## src/rtl/arb_mux_rr.sv

```systemverilog
// N-to-1 arbitrating mux draining first-word-fall-through FIFOs into a registered
// output; round-robin with burst hold (mode=0) or fixed priority, channel 0 first (mode=1).
module arb_mux_rr #(
    parameter int WIDTH = 10,
    parameter int N     = 4,
    parameter int BURST = 1,
    localparam int SELW = $clog2(N)
) (
    input  logic                 clk,
    input  logic                 reset,
    input  logic [N*WIDTH-1:0]   fifo_data,
    input  logic [N-1:0]         fifo_empty,
    output logic [N-1:0]         fifo_pop,
    input  logic                 dest_almost_full,
    input  logic                 mode,
    output logic [WIDTH-1:0]     data_out,
    output logic                 valid_out,
    output logic [SELW-1:0]      sel_out
);

    localparam int CNTW = (BURST > 1) ? $clog2(BURST) : 1;

    typedef enum logic {IDLE, HOLD} state_t;

    state_t            state_q, state_d;
    logic [SELW-1:0]   ptr_q, ptr_d;
    logic [SELW-1:0]   owner_q, owner_d;
    logic [CNTW-1:0]   burst_cnt_q, burst_cnt_d;
    logic [WIDTH-1:0]  data_q, data_d;
    logic              valid_q, valid_d;
    logic [SELW-1:0]   sel_q, sel_d;

    logic [N-1:0]      req;
    logic              allow;
    logic              cont;
    logic              found;
    logic              same_run;
    logic [SELW-1:0]   win;

    always_ff @(posedge clk or negedge reset) begin
        if (!reset) begin
            state_q     <= IDLE;
            ptr_q       <= '0;
            owner_q     <= '0;
            burst_cnt_q <= '0;
            data_q      <= '0;
            valid_q     <= 1'b0;
            sel_q       <= '0;
        end else begin
            state_q     <= state_d;
            ptr_q       <= ptr_d;
            owner_q     <= owner_d;
            burst_cnt_q <= burst_cnt_d;
            data_q      <= data_d;
            valid_q     <= valid_d;
            sel_q       <= sel_d;
        end
    end

    always_comb begin
        req      = ~fifo_empty;
        allow    = reset & ~dest_almost_full & (|req);
        cont     = (state_q == HOLD) && req[owner_q] && (int'(burst_cnt_q) < BURST - 1);
        found    = 1'b0;
        win      = '0;

        if (mode) begin
            for (int i = 0; i < N; i++) begin
                if (!found && req[i]) begin
                    found = 1'b1;
                    win   = SELW'(i);
                end
            end
        end else if (cont) begin
            win = owner_q;
        end else begin
            // Rotating search as two passes: channels at/after ptr, then the wrapped ones.
            for (int i = 0; i < N; i++) begin
                if (!found && req[i] && (SELW'(i) >= ptr_q)) begin
                    found = 1'b1;
                    win   = SELW'(i);
                end
            end
            for (int i = 0; i < N; i++) begin
                if (!found && req[i]) begin
                    found = 1'b1;
                    win   = SELW'(i);
                end
            end
        end

        fifo_pop = allow ? ({{(N-1){1'b0}}, 1'b1} << win) : '0;

        same_run    = (state_q == HOLD) && (win == owner_q) && (int'(burst_cnt_q) < BURST - 1);
        state_d     = IDLE;
        burst_cnt_d = '0;
        valid_d     = 1'b0;
        data_d      = data_q;
        sel_d       = sel_q;
        owner_d     = owner_q;
        ptr_d       = ptr_q;

        if (allow) begin
            state_d     = HOLD;
            valid_d     = 1'b1;
            data_d      = fifo_data[int'(win)*WIDTH +: WIDTH];
            sel_d       = win;
            owner_d     = win;
            // A full burst wraps the count so a lone requester starts a fresh burst.
            burst_cnt_d = same_run ? burst_cnt_q + CNTW'(1) : '0;
            ptr_d       = (win == SELW'(N - 1)) ? '0 : win + SELW'(1);
        end
    end

    assign data_out  = data_q;
    assign valid_out = valid_q;
    assign sel_out   = sel_q;

endmodule

```

## config.mk

```make
export PLATFORM = sky130hd
export DESIGN_NAME = arb_mux_rr
export DESIGN_NICKNAME = d
export VERILOG_FILES = /design/src/rtl/arb_mux_rr.sv
export SDC_FILE = /design/constraint.sdc
export NUM_CORES = 1
export LEC_CHECK = 0
export ABC_AREA = 1
export CELL_PAD_IN_SITES_DETAIL_PLACEMENT = 1
export CELL_PAD_IN_SITES_GLOBAL_PLACEMENT = 2
export CORE_ASPECT_RATIO = 0.6
export CORE_UTILIZATION = 18
export CTS_BUF_LIST = sky130_fd_sc_hd__clkbuf_8
export CTS_CLUSTER_SIZE = 25
export DETAILED_ROUTE_END_ITERATION = 16
export GPL_TIMING_DRIVEN = 0
export PLACE_DENSITY_LB_ADDON = 0.1
export SLEW_MARGIN = 10
export SYNTH_ARGS = -nofsm -noshare
export SYNTH_HDL_FRONTEND = slang
export SYNTH_SLANG_ARGS = --single-unit
```

## constraint.sdc

```tcl
create_clock -name clk -period 1.58 [get_ports clk]
set_input_delay 0.237 -clock clk [delete_from_list [all_inputs] [get_ports clk]]
set_output_delay 0.237 -clock clk [all_outputs]
set_load 0.01 [all_outputs]
```

==> results of run 1 <==
routing by layer:
layer  vias up  track usage, %  routed length, um  part of all wire (%)
met2        32            21.0               2000                    45
met4         0            1.50                 19                  0.43
met5         -               0                  0                     0
li1        789               -                  -                     -
met1       693            16.6               2240                    50
met3         2            3.05                190                   4.3
flip-flops by register name, indices dropped and copies added (netlist names):
register   flops
ptr_q          2
sel_out        2
data_out      10
valid_out      1
through the flow:
| step | setup TNS (ns) | power, W | setup WS, ns |
|---|---|---|---|
| 2_1_floorplan | 0 | 0.000895 | 0.00450 |
| 3_3_place_gp | -19.96 | 0.00129 | -1.73 |
| 3_5_place_dp | -19.76 | 0.00129 | -1.70 |
| 4_1_cts | -2.07 | 0.00174 | -0.386 |
| 5_1_grt | -3.60 | 0.00190 | -0.472 |
| 6_report | -1.57 | 0.00175 | -0.358 |
power by group through the flow:
| stage | sequential [W] | clock [W] | combinational (W) |
|---|---|---|---|
| 2_1_floorplan | 0.000548 | 0 | 0.000347 |
| 3_3_place_gp | 0.000523 | 0 | 0.000767 |
| 3_5_place_dp | 0.000523 | 0 | 0.000768 |
| 4_1_cts | 0.000520 | 0.000316 | 0.000899 |
| 5_1_grt | 0.000531 | 0.000334 | 0.00103 |
| 6_report | 0.000519 | 0.000309 | 0.000921 |
final cells by class:
class                           instances  share of cell area, %
Clock buffer                            3                   1.78
Inverter                               54                   9.29
Sequential cell                        15                   16.2
Tap cell                               87                   4.70
Clock inverter                          1                  0.162
Buffer                                  6                   2.92
Timing Repair Buffer                   79                   32.3
Multi-Input combinational cell        133                   32.7
how the worst max path moves through the flow:
stage	endpoint	slack [ns]
after floorplan	ptr_q[1]	0.004
after global placement	fifo_pop[3]	-1.73
after detailed placement	fifo_pop[1]	-1.70
after CTS	fifo_pop[3]	-0.39
after global routing	fifo_pop[1]	-0.47
final	fifo_pop[3]	-0.36
synth_stat cells (all sizes together):
cell type / n
nand2: 69
inv: 54
nand3: 39
dfrtp: 15
nor2: 10
buf: 6
ha: 4
o211ai: 4
nor3: 2
o21ai: 2
and2: 1
clkbuf: 1
nand4: 1
o21a: 1
cell families after synthesis:
logic type	synth area share, %
flip-flops	29.4
buffers and inverters	19.7
AND/OR/NAND/NOR	42.1
AO/OA/AOI/OAI	4.81
adder cells (fa/ha/maj)	3.93
worst reg2reg max path, cell delays in order (launching register included):
cell	delay, ns
dfrtp_1	0.40
nor2_1	0.10
nand2_1	0.10
nand4_1	0.13
nand3_4	0.09
nand2_4	0.10
buf_8	0.14
buf_6	0.10
buf_6	0.08
buf_6	0.09
nand2_2	0.04
nand3_2	0.05
nand2_1	0.05
nand2_1	0.05
nand2_1	0.05
repair_timing:
item                                    in CTS  in global routing
pin swaps                                   16                 15
buffers inserted                            12                  4
resized for setup                           60                 15
endpoints found under the setup margin      19                 16
endpoints found under the hold margin       15                  0
gates cloned                                 0                  0
hold buffers                                 1                  0
==> flow_summary.ini, run 1 <==
[final_layout]
design_area_sq_um = 2320
final-seq-area_sq_um = 375
final_util_pct = 34.2
layout.cells.non_filler = 378
diodes = 0
multi_input_area_sq_um = 757
final_common_cell = nand2_1
syn2layout_area_growth_pct = 81.6
fillCellCount = 855
final_cell_mix = nand2_1 (61), clkdlybuf4s50_1 (54), inv_1 (45)
fin_nets = 344
layout-drive-gt1-share_pct = 21.0

[drt]
viasPerCell = 4.01
route.detailed.drc = 0
postRouteAntennaNets = 0
vias = 1516
drtIter0Drc = 65
wl_per_cell_um = 11.8
drt-total-wl_mm = 4.46
dr.pass1.iters = 3

[global_routing]
first_global_vias = 1499
grt_overflow = 0
antenna_found_initial = 0
grt_max_degree = 17
track_usage_pct = 12.4
grt_pass1_wl_mm = 7.35

[setup_path]
cp_cell_sequence = nor2_1 -> nand2_1 -> and2_1 -> nand3_1 -> nand2_2 -> buf_6 -> ha_4 -> inv_2 -> nor2_1 -> buf_2
worst-path-max-fanout = 4
slowest_delay_ns = 0.40
path_buf_inv = 3
critical_path_required_ns = 1.34
crit_path_start = ptr_q[1]
critPathSlowestCell = dfrtp_1
reg2reg_from = ptr_q[1]
timing.critical_path.mode_cell = nor2_1
startpoint_type = flop
arrival_ns = 1.70
path_depth = 10
reg2regPathDepth = 14
critPathKind = reg -> out
cp_top_family = simple AND/OR/NAND/NOR gates
worst_setup_path_end_kind = output pin
reg2reg_setup_slack_ns = -0.08
regToRegEndpoint = data_out[1]

[clock_network]
cts_tree = done
cts_sinks = 15
clockBufferDepth = 2
h-tree-depth = 1
cts_root_buf = clkbuf_8
cts_buffers = 3
path_clk_slew_ns = 0.06
insertion_delay_ns = 0.25

[run_status]
status = finished with violations
violations = negative setup slack

[floorplan]
fp.coreArea_sq_um = 6760
rows = 23
io_pins = 65
dieArea_sq_um = 7430
initial_core_util_pct = 18.9
die_w_um = 111
die_h_um = 67.2

[sta]
rsz0062_at_grt = yes
holdWs_ns = 0.410
setup-violations-final = 12
timing.final.crit_share_pct = 123
worst_pin_slew_ns = 0.723
clock_skew_ns = 0.00219
finalMaxSlewViolations = 0
fmax_ghz = 0.516
worst_slack_ns = -0.358
maxSlewHeadroom_pct = 51.7
post-route-min-period_ns = 1.94
hold_viol_final = 0

[synthesis]
yosys.cell_types.count = 22
synth_area_per_cell_sq_um = 6.10
ys_ff_latch = 15
syn_nets = 261
synthCells = 209
seq_area_frac_synth_pct = 29.4
synth_top_area_cell = dfrtp_1
netlist_area_sq_um = 1270
ys_top_cells_by_area = dfrtp_1 (29%), nand2_1 (19%), inv_1 (15%)
synth_top_area_share_pct = 29.4
yosys_warnings = 0

[power_and_ir_drop]
vdd_drop_max_uv = 309
p_leak_nw = 1.21
p_sw_share_pct = 35.8
p_per_area_nw_per_um2 = 755
comb_power_share_pct = 52.6
p_seq_share_pct = 29.7
intPower_w = 0.00112
clock_power_share_pct = 17.7
p_sw_w = 0.000626

[placed_design]
place_area_sq_um = 2030
place_inst = 360
portBuffers = 64
finalWeightedCongestion = 0.724
dp_hpwl_mm = 3.47

[min_path]
hp-start = reset
holdPathEnd = ptr_q[1]
hold_path_class = in -> reg
whs_path_depth = 5

[job]
maxCapViolCount = 0
No activity file was read; power rests on OpenSTA's default activity.
==> run 2, diff against run 1 <==
--- a/config.mk
+++ b/config.mk
@@ -5,11 +5,10 @@
 export SDC_FILE = /design/constraint.sdc
 export NUM_CORES = 1
 export LEC_CHECK = 0
-export ABC_AREA = 1
 export CELL_PAD_IN_SITES_DETAIL_PLACEMENT = 1
 export CELL_PAD_IN_SITES_GLOBAL_PLACEMENT = 2
 export CORE_ASPECT_RATIO = 0.6
-export CORE_UTILIZATION = 18
+export CORE_UTILIZATION = 19
 export CTS_BUF_LIST = sky130_fd_sc_hd__clkbuf_8
 export CTS_CLUSTER_SIZE = 25
 export DETAILED_ROUTE_END_ITERATION = 16
==> run 2 against run 1 <==
  * Largest power group unchanged
  * Synthesized cell count is 50% lower
  * Register-to-register slack worse by 0.10 ns
  * Die area is 19% lower
  * Total power is 0.44% lower
  * Maximum frequency is 4.3% lower
  * Final area is 8.2% lower
  * Critical endpoint is now fifo_pop[2]
  * Via count is 23% lower
  * Sequential power is 3% higher
  * Worst hold slack better by 0.095 ns
  * Utilization is 6.2 points higher
  * The run still ends with negative setup slack left
==> flow_summary.ini, run 2 <==
[synthesis]
synth_area_per_cell_sq_um = 10.3
synth_top_area_cell = dfrtp_1
ys_top_cells_by_area = dfrtp_1 (35%), o221ai_2 (14%), o221ai_1 (4.9%)
synthCells = 105
ys_ff_latch = 15
yosysMostFrequentCell = dfrtp_1
netlist_area_sq_um = 1080
ys.flop_type = dfrtp_1
seq_area_frac_synth_pct = 34.8
yosys_warnings = 0
yosys.cell_types.count = 29
synth_edf_count = 0
synth_top_area_share_pct = 34.8
synth-async-reset-ratio_pct = 100
synthTopCellsByCount = dfrtp_1 (15), nor2_1 (13), nand2_1 (11)
syn_nets = 157

[clock_network]
cts_tree = done
insertion_delay_ns = 0.26
path_clk_slew_ns = 0.08
h-tree-depth = 1
clockBufferDepth = 2
cts_buffers = 3
cts_root_buf = clkbuf_8
cts_sinks = 15

[sta]
fmax_ghz = 0.494
worst_pin_slew_ns = 0.757
setup_tns_ns = -3.05
hold_viol_final = 0
worst_slack_ns = -0.446
post-route-min-period_ns = 2.03
maxSlewHeadroom_pct = 49.4
rsz0062_at_grt = yes
setup-violations-final = 14
timing.final.crit_share_pct = 128
holdWs_ns = 0.505
finalMaxSlewViolations = 0
clock_skew_ns = 0.00814

[floorplan]
fp.coreArea_sq_um = 5260
rows = 20
io_pins = 65
die_w_um = 99.3
dieArea_sq_um = 6000
die_h_um = 60.4
initial_core_util_pct = 20.5

[power_and_ir_drop]
intPower_w = 0.00114
p_per_area_nw_per_um2 = 819
p_sw_share_pct = 34.6
vdd_drop_max_uv = 309
p_sw_w = 0.000603
p_leak_nw = 0.832
clock_power_share_pct = 19.5
comb_power_share_pct = 49.6
p_seq_share_pct = 30.9

[global_routing]
track_usage_pct = 14.8
grt_max_degree = 16
grt_pass1_wl_mm = 6.58
antenna_found_initial = 0
grt_overflow = 0
first_global_vias = 1262

[drt]
wl_met1_mm = 2.22
route.met2.wl_mm = 1.93
drt-total-wl_mm = 4.39
vias = 1170
drtIter0Drc = 46
route.detailed.drc = 0
postRouteAntennaNets = 0
viasPerCell = 4.62
highest_layer = met4
dr.pass1.iters = 4
wl_met3_um = 237
wl_per_cell_um = 17.4

[setup_path]
critical_path_required_ns = 1.34
arrival_ns = 1.79
worst-path-max-fanout = 6
worst_setup_path_end_kind = output pin
reg2regPathDepth = 9
reg2reg_setup_slack_ns = -0.18
startpoint_type = flop
critPathKind = reg -> out

[final_layout]
final_cell_mix = clkdlybuf4s50_1 (55), dfrtp_1 (13), nor2_1 (11)
diodes = 0
final_util_pct = 40.5
final_common_cell = clkdlybuf4s50_1
syn2layout_area_growth_pct = 96.9
largest_register_ff_count = 10
fin_nets = 240
layout.cells.non_filler = 253
layout-drive-gt1-share_pct = 35.8

[run_status]
status = finished with violations
violations = negative setup slack

[placed_design]
portBuffers = 64
finalWeightedCongestion = 0.715
preCtsSetupSlack_ns = -1.27
place_inst = 235
dp_hpwl_mm = 3.12

[min_path]
hold_path_class = reg -> reg
whs_path_depth = 2

[job]
maxCapViolCount = 0
==> run 2: cell type report <==
class,instances,area (sq um)
plain buffers,5,86.3
clock buffers,3,41.3
clock inverters,1,7.51
fillers,597,3130
inverters,3,23.8
multi-input cells,83,738
flip-flops and latches,15,378
well taps,66,82.6
repair buffers,77,768
==> run 2: worst max-delay path: stages, from the launching register on <==
cell     delay (ns)
dfrtp_2        0.45
nor3_2         0.17
nor2_1         0.07
a31o_2         0.24
buf_6          0.13
inv_4          0.05
buf_8          0.10
ha_4           0.11
and2_4         0.12
buf_6          0.09
==> run 2: cells by family after synthesis <==
kind of cell	share of synthesized area [%]
AO/OA/AOI/OAI	34.8
flip-flops	34.8
AND/OR/NAND/NOR	17.5
buffers and inverters	8.34
adder cells (fa/ha/maj)	4.64
==> run 2: per-layer routing <==
| layer | GRT usage [%] | vias up |
|---|---|---|
| li1 | - | 569 |
| met1 | 20.7 | 560 |
| met3 | 3.80 | 3 |
| met5 | 0 | - |
| met2 | 23.9 | 38 |
| met4 | 1.89 | 0 |
==> run 2: path summary, 6_finish.rpt <==
path | end | startpoint
min in group asynchronous | data_out[6] | reset
max | fifo_pop[2] | ptr_q[1]
max reg2reg | data_out[8] | ptr_q[1]
min | sel_out[1] | sel_out[1]
max in group asynchronous | ptr_q[1] | reset
min reg2reg | sel_out[1] | sel_out[1]
==> run 2: power groups by stage <==
stage	clock network, W	logic (W)	registers, W
6_report	0.000340	0.000864	0.000537
5_1_grt	0.000373	0.000931	0.000551
4_1_cts	0.000352	0.000803	0.000536
3_5_place_dp	0	0.000714	0.000538
3_3_place_gp	0	0.000705	0.000535
2_1_floorplan	0	0.000302	0.000563
==> run 2: through the flow <==
step / area [sq um] / power (W)
final: 2130 / 0.00174
after global routing: 2130 / 0.00185
after CTS: 2000 / 0.00169
after detailed placement: 1810 / 0.00125
after global placement: 1810 / 0.00124
after floorplan: 1080 / 0.000865
==> run 2: what timing repair did <==
item	4_1_cts	5_1_grt
pin swaps	7	5
gates resized for setup	46	16
setup buffers	8	5
endpoints found under the setup margin	19	16
gates cloned	0	2
hold buffers	1	0
endpoints found under the hold margin	15	0
==> run 3, diff against run 2 <==
--- a/config.mk
+++ b/config.mk
@@ -5,11 +5,11 @@
 export SDC_FILE = /design/constraint.sdc
 export NUM_CORES = 1
 export LEC_CHECK = 0
+export ABC_CLOCK_PERIOD_IN_PS = 1580
 export CELL_PAD_IN_SITES_DETAIL_PLACEMENT = 1
 export CELL_PAD_IN_SITES_GLOBAL_PLACEMENT = 2
 export CORE_ASPECT_RATIO = 0.6
 export CORE_UTILIZATION = 19
-export CTS_BUF_LIST = sky130_fd_sc_hd__clkbuf_8
 export CTS_CLUSTER_SIZE = 25
 export DETAILED_ROUTE_END_ITERATION = 16
 export GPL_TIMING_DRIVEN = 0
==> results of run 3 <==
Same layout as run 2: the final DEF is identical, and so are final timing and power.
==> edit (settings of run 2) <==
Make the reset (`reset`) synchronous in one clocked block.
--- a/src/rtl/arb_mux_rr.sv
+++ b/src/rtl/arb_mux_rr.sv
@@ -38,5 +38,5 @@
     logic [SELW-1:0]   win;
 
-    always_ff @(posedge clk or negedge reset) begin
+    always_ff @(posedge clk) begin
         if (!reset) begin
             state_q     <= IDLE;
Behaviour: differs if reset is asserted again (counterexample within 4 cycles, from zero or initial values and one cycle with reset low); with reset held inactive, the same outputs for 10 cycles.
==> edit against run 2 <==
The flow still finishes with violations (setup timing). Sequential cell count did not move. Power fell by 13%. Count of clock-buffer cells in the layout did not move. Setup slack improved by 0.061 ns. Routed wire length rose by 6.6%. Cell area rose by 5.9%. Largest power group unchanged. Synthesized area rose by 8.2%. Global-route usage rose by 0.34 points.
==> edit: results (changes against run 2) <==
Routing
  – 1st-pass router iterations: 5 (was 4)
  – Met3 wirelength from detailed routing: 383 um (was 237 um)
  – Via Count: 1382 (was 1170)
  – DR iter-0 viols: 14 (was 46)

Timing
  – Max_slew headroom: 66.9% (was 49.4%)
  – Final setup fails: 15 (was 14)
  – Final worst slack: -0.385 ns (was -0.446 ns)
  – Setup TNS: -4.11 ns (was -3.05 ns)
  – Min Hold Slack: 0.466 ns (was 0.505 ns)

Cells and area
  – Multi-input gate area: 843 um^2 (was 738 um^2)
  – Share of cells above drive strength 1: 31.9% (was 35.8%)
  – Nets: 266 (was 240)

Outcome
  – Failing checks: setup timing (unchanged)
  – Status: finished with violations (unchanged)

Synth
  – Top cells by area, synth: dfxtp_1 26%, a32o_1 8.6%, o221ai_2 7.7% (was dfrtp_1 35%, o221ai_2 14%, o221ai_1 4.9%)
  – Post-Synth Adder-Cell Area: 4.28% (was 4.63%)
  – Syn Nets: 188 (was 157)
  – Post-Synthesis Cells: 136 (was 105)
  – Top post-synthesis cells by count: 22 x inv_1, 15 x dfxtp_1, 12 x nand2_1, 10 x a32o_1, 10 x nand4_1 (was 15 x dfrtp_1, 13 x nor2_1, 11 x nand2_1, 10 x o221ai_2, 9 x a21oi_1)

Global routing
  – Largest net degree at the start of global routing: 12 (was 16)
  – First-pass GRT wire length: 7360 um (was 6580 um)
  – GR Util met1: 21.0% (was 20.7%)
  – GR met2 Demand/Resource: 23.3% (was 23.9%)
  – All-layer global routing usage: 15.1% (was 14.8%)

Worst setup path
  – R2r setup slk: -0.36 ns (was -0.18 ns)
  – Critical path endpoint: fifo_pop[3] (was fifo_pop[2])
  – R2r worst-path depth: 10 (was 9)

Power
  – Leak: 0.882 nW (was 0.832 nW)

Min path
  – Min-delay src: data_out[4]$_SDFFE_PN0P_ (was sel_out[1]$_DFFE_PN0P_)
[edit: cell count changes after synthesis, moves of 5 or more]
| cell | run 2 | this run |
|---|---|---|
| inv_1 | 0 | 22 |
| dfrtp_1 | 15 | 0 |
| dfxtp_1 | 0 | 15 |
| nor2_1 | 13 | 2 |
| a32o_1 | 0 | 10 |
| nand4_1 | 0 | 10 |
| a21oi_1 | 9 | 1 |
| o211ai_1 | 0 | 7 |
| and3_1 | 0 | 5 |
| nor2b_1 | 0 | 5 |
[edit: through the flow]
stage               worst slack, ns  instance area (um^2)
global placement              -1.25                  1960
global route                 -0.464                  2250
finish                       -0.385                  2250
detailed placement            -1.30                  1960
floorplan                   -0.0525                  1220
CTS                          -0.461                  2170
[edit: repair_timing]
| action | 4_1_cts | 5_1_grt |
|---|---|---|
| gates cloned | 1 | 0 |
| buffers inserted | 7 | 3 |
| setup endpoints to repair | 19 | 16 |
| resized for setup | 60 | 18 |
| pin swaps | 13 | 8 |
